### src/rtl/imem_loader_pkg.sv
// Shared definitions for the instruction-memory loader and the instruction
// memory: FSM state encodings, read/write select encodings, default size.
package imem_loader_pkg;

    typedef enum logic [1:0] {
        IDLE   = 2'd0,
        ACCEPT = 2'd1,
        WRITE  = 2'd2,
        DONE   = 2'd3
    } state_t;

    // Memory read/write select as seen by the byte-wide instruction memory.
    localparam logic MEM_WRITE = 1'b0;
    localparam logic MEM_READ  = 1'b1;

    // Default instruction memory size in bytes (must be a multiple of 4).
    localparam int unsigned DEF_MEM_BYTES = 128;

endpackage

### src/rtl/imem_loader.sv
// Instruction memory loader: takes 32-bit words over a valid/ready stream and
// writes each as four big-endian byte cells, holding the CPU in reset while a
// session is active. All outputs decode from registered state only.
module imem_loader
    import imem_loader_pkg::*;
#(
    parameter int unsigned MEM_BYTES = DEF_MEM_BYTES,
    parameter logic [31:0] BASE_ADDR = 32'd0
) (
    input  logic        clk,
    input  logic        reset,
    input  logic        start,
    input  logic        in_valid,
    input  logic [31:0] in_word,
    input  logic        in_last,
    output logic        in_ready,
    output logic [31:0] mem_addr,
    output logic [7:0]  mem_wdata,
    output logic        mem_rw,
    output logic        cpu_hold,
    output logic        busy,
    output logic        done,
    output logic        overflow,
    output logic [7:0]  word_count
);

    // One past the last writable byte; reaching it ends the session.
    localparam logic [31:0] END_ADDR = BASE_ADDR + 32'(MEM_BYTES);

    state_t      state, state_nx;
    logic [1:0]  k;          // byte index within the word being written
    logic [31:0] addr;       // byte address of the current word
    logic [31:0] word_q;     // word being written
    logic        last_q;     // current word was tagged as final
    logic        full_q;     // session ended because memory filled
    logic        ovf_q;
    logic [7:0]  cnt_q;
    logic        at_end;

    assign at_end = (addr + 32'd4) == END_ADDR;

    // State register.
    always_ff @(posedge clk) begin
        if (reset) state <= IDLE;
        else       state <= state_nx;
    end

    // Next-state and state-decoded outputs.
    always_comb begin
        state_nx  = state;
        in_ready  = 1'b0;
        mem_rw    = MEM_READ;
        mem_addr  = 32'd0;
        mem_wdata = 8'd0;
        cpu_hold  = 1'b0;
        busy      = 1'b0;
        done      = 1'b0;
        case (state)
            IDLE: begin
                if (start) state_nx = ACCEPT;
            end
            ACCEPT: begin
                in_ready = 1'b1;
                cpu_hold = 1'b1;
                busy     = 1'b1;
                if (in_valid) state_nx = WRITE;
            end
            WRITE: begin
                cpu_hold = 1'b1;
                busy     = 1'b1;
                mem_rw   = MEM_WRITE;
                mem_addr = addr + {30'd0, k};
                // Big-endian byte lane: k = 0 carries bits 31:24.
                case (k)
                    2'd0: mem_wdata = word_q[31:24];
                    2'd1: mem_wdata = word_q[23:16];
                    2'd2: mem_wdata = word_q[15:8];
                    default: mem_wdata = word_q[7:0];
                endcase
                if (k == 2'd3) state_nx = (last_q || at_end) ? DONE : ACCEPT;
            end
            default: begin  // DONE
                cpu_hold = 1'b1;
                done     = 1'b1;
                state_nx = IDLE;
            end
        endcase
    end

    // Datapath: session setup, word capture, byte stepping and overflow flag.
    always_ff @(posedge clk) begin
        if (reset) begin
            k      <= 2'd0;
            addr   <= BASE_ADDR;
            word_q <= 32'd0;
            last_q <= 1'b0;
            full_q <= 1'b0;
            ovf_q  <= 1'b0;
            cnt_q  <= 8'd0;
        end else begin
            case (state)
                IDLE: begin
                    if (start) begin
                        addr   <= BASE_ADDR;
                        cnt_q  <= 8'd0;
                        ovf_q  <= 1'b0;
                        full_q <= 1'b0;
                    end
                end
                ACCEPT: begin
                    if (in_valid) begin
                        word_q <= in_word;
                        last_q <= in_last;
                        k      <= 2'd0;
                    end
                end
                WRITE: begin
                    k <= k + 2'd1;
                    if (k == 2'd3) begin
                        addr   <= addr + 32'd4;
                        cnt_q  <= cnt_q + 8'd1;
                        full_q <= at_end;
                    end
                end
                default: begin  // DONE
                    // A word offered after the memory filled is dropped but flagged.
                    if (full_q && in_valid) ovf_q <= 1'b1;
                end
            endcase
        end
    end

    assign overflow   = ovf_q;
    assign word_count = cnt_q;

endmodule
### config.mk
export PLATFORM = sky130hd
export DESIGN_NAME = imem_loader
export DESIGN_NICKNAME = d
export VERILOG_FILES = /design/src/rtl/imem_loader_pkg.sv /design/src/rtl/imem_loader.sv
export SDC_FILE = /design/constraint.sdc
export NUM_CORES = 1
export LEC_CHECK = 0
export CORE_MARGIN = 2
export CORE_UTILIZATION = 53
export DETAILED_ROUTE_END_ITERATION = 10
export PLACE_DENSITY = 0.82
export SYNTH_ARGS = -nofsm -noshare
export SYNTH_HDL_FRONTEND = slang
export SYNTH_SLANG_ARGS = --single-unit
### constraint.sdc
create_clock -name clk -period 4.7 [get_ports clk]
set_input_delay 0.705 -clock clk [delete_from_list [all_inputs] [get_ports clk]]
set_output_delay 0.705 -clock clk [all_outputs]
set_load 0.02 [all_outputs]
==> results.cfg <==
[run_status]
outcome = complete, no violations

[synth]
synthMuxAreaShare_pct = 0.903
synth_adder_area_share_pct = 3.10
synth_cells = 599
synth_nets = 647
synth_top_family_by_area = simple AND/OR/NAND/NOR gates
synth_simple_gate_area_share_pct = 33.2
postSynth.asyncResetShare_pct = 0
ys_ff_latch = 77
synthXorXnorAreaFrac_pct = 2.37
synth_edf_count = 0
ys_warn_count = 0
yosysSeqAreaShare_pct = 34.8
synth.distinct_cells = 57
synth-main-ff-cell = dfxtp_1
synth_compound_area_share_pct = 19.9
netlist_area_um2 = 4430
avgSynthCellArea_um2 = 7.40

[die]
die-area_um2 = 9110
core_area_um2 = 8180
die_y_um = 95.5
start_util_pct = 54.2
io_pins = 91
die_x_um = 95.5
row_count = 33

[clock_network]
cts_resized = 0
h-tree-depth = 3
cts.path.max_buffers = 2
tritoncts = yes
post_cts_buffers = 0
holdBufCountCts = 0
cts.sinks = 77
clock_latency_ns = 0.35
cts_buffers = 9
cts-root-buf = clkbuf_8
path_clk_slew_ns = 0.07

[final_layout]
drive_gt1_share_pct = 5.18
nets = 700
areaGrowthSynthToFinish_pct = 23.8
n_antenna_cell = 0
fillCellCount = 672

[sta]
drv_slew = 0
rsz0062_at_grt = no
finalCriticalPeriod_ns = 3.60
fin_setup_tns_ns = 0
hold_violations = 0
max_freq_mhz = 277
fin_worst_skew_ns = 0.0128
min_period_over_period_pct = 76.7
worst_pin_slew_ns = 1.32
fin_ws_ns = 1.10
max_slew_margin_pct = 11.2
setup_viol = 0

[global_route]
grt_pass1_wl_mm = 19.5
grt_max_degree = 40
grt.total_usage_pct = 26.7
antenna_found_initial = 0
grt_pass1_vias = 4159
grt.overflow.total = 0

[place]
globalplace.congestion = 0.886
hpwl_mm = 8.21
io_buffers = 90
dp_worst_setup_slack_ns = 1.46

[drt]
viasPerCell = 5.99
postRouteAntennaNets = 0
first_pass_iters = 6
wl_mm = 12.1
dr_total_vias = 4567
drc = 0
wl_per_cell_um = 15.9
drt_iter0_markers = 458

[critical_path]
path_class = flop to output port
start_kind = flop
path_max_fanout = 37
endpoint_kind = output port
crit_required_ns = 3.99
cp.arrival_ns = 2.90
r2r.worst_path.cells = 7

[power_and_ir_drop]
p_leak_nw = 1.90
p_per_area_nw_per_um2 = 323
vdd_drop_max_v = 0.000203

[min_path]
min_path_cells = 2
hold_class = flop to flop

[flow_run]
cap_viol_max_count = 0
[registers in the layout, indices dropped and copies added (netlist names)]
name	flops
addr	30
word_count	8
last_q	1
state	2
k	2
full_q	1
word_q	32
overflow	1
[metrics by stage]
stage	cell area, µm²	instances	utilization (%)	total power [mW]	hold slack [ns]
after global placement	5270	746	64.4	1.20	0.443
after floorplan	4430	599	-	1.05	0.432
after detailed placement	5270	746	64.4	1.22	0.449
after global routing	5490	762	67.1	1.85	0.474
after CTS	5490	762	67.1	1.77	0.461
final	5490	762	67.1	1.77	0.460
[per-layer routing]
metal	wire length (µm)	track usage [%]	up-vias	part of all wire, %
met3	922	4.35	17	7.6
li1	-	-	2210	-
met4	137	7.74	0	1.1
met1	5100	35.1	2122	42
met2	5960	45.3	218	49
met5	0	0	-	0
[cell families (layout without fill, tap and decap cells)]
kind of cell,after synthesis,in the layout
and+or+nand+nor,288,288
DFF,77,77
muxes,4,4
adders and majority gates,11,11
xor gates and xnor gates,12,12
buffers and inverters,60,118
AOI/OAI and AO/OA,147,147
[cells in the final DEF, fill, tap and decap left out, drive strengths merged, types with 2 or more instances in the layout]
cell type	count
a32oi	2
clkinv	3
nor3	14
and4	4
nand3b	5
a21o	2
a21oi	74
clkdlybuf4s50	89
buf	4
o21ai	27
xor2	7
nand3	12
a311oi	8
o211ai	2
nor2	62
and2	36
ha	11
nor4	8
a211oi	4
mux2i	4
clkbuf	9
a31oi	6
nand2b	2
inv	10
and3	10
nand2	102
or3	6
dfxtp	77
nand4	21
a21boi	2
a222oi	8
xnor2	5
bufinv	2
a22oi	4
or2	2
[final timing paths]
path | from | endpoint | slack [ns]
worst max register to register | state[0] | addr[14] | 1.49
worst max-delay path | state[0] | mem_addr[22] | 1.10
worst min register to register | last_q | last_q | 0.46
worst min-delay path | last_q | last_q | 0.46
[cell type report]
class                      instances  area [µm²]  share of cell area, %
timing repair buffer              93         918                   16.7
multi-input combinational        462        2640                   48.1
sequential                        77        1540                   28.1
clock buffer                       9         124                   2.26
clock inverter                     7        98.8                   1.80
tap                              105         131                   2.39
inverter                           9        33.8                  0.616
[worst max-delay path: stages, from the launching register on]
cell,delay (ns)
dfxtp_1,0.37
inv_1,0.10
ha_1,0.84
inv_2,0.36
nor2_1,0.25
clkdlybuf4s50_1,0.64
[power breakdown]
part / switching, mW / leakage [nW] / internal [mW] / total [mW]
Clock: 0.258 / 0.110 / 0.302 / 0.560
Combinational: 0.323 / 1.17 / 0.160 / 0.483
Sequential: 0.0316 / 0.622 / 0.698 / 0.729
[cells in the mapped netlist (all sizes together) (9+ instances only)]
cell	instances	share of area [%]
ha	11	3.1
inv	9	0.76
nand3	12	1.9
a21oi	74	8.4
and2	36	5.1
nor3	14	1.7
clkbuf	36	3.0
nand4	21	3.1
nor2	62	5.2
and3	10	1.4
dfxtp	77	35
o21ai	27	3.0
nand2	102	8.8
buf	15	1.9
Power figures use the tool's default switching activity.
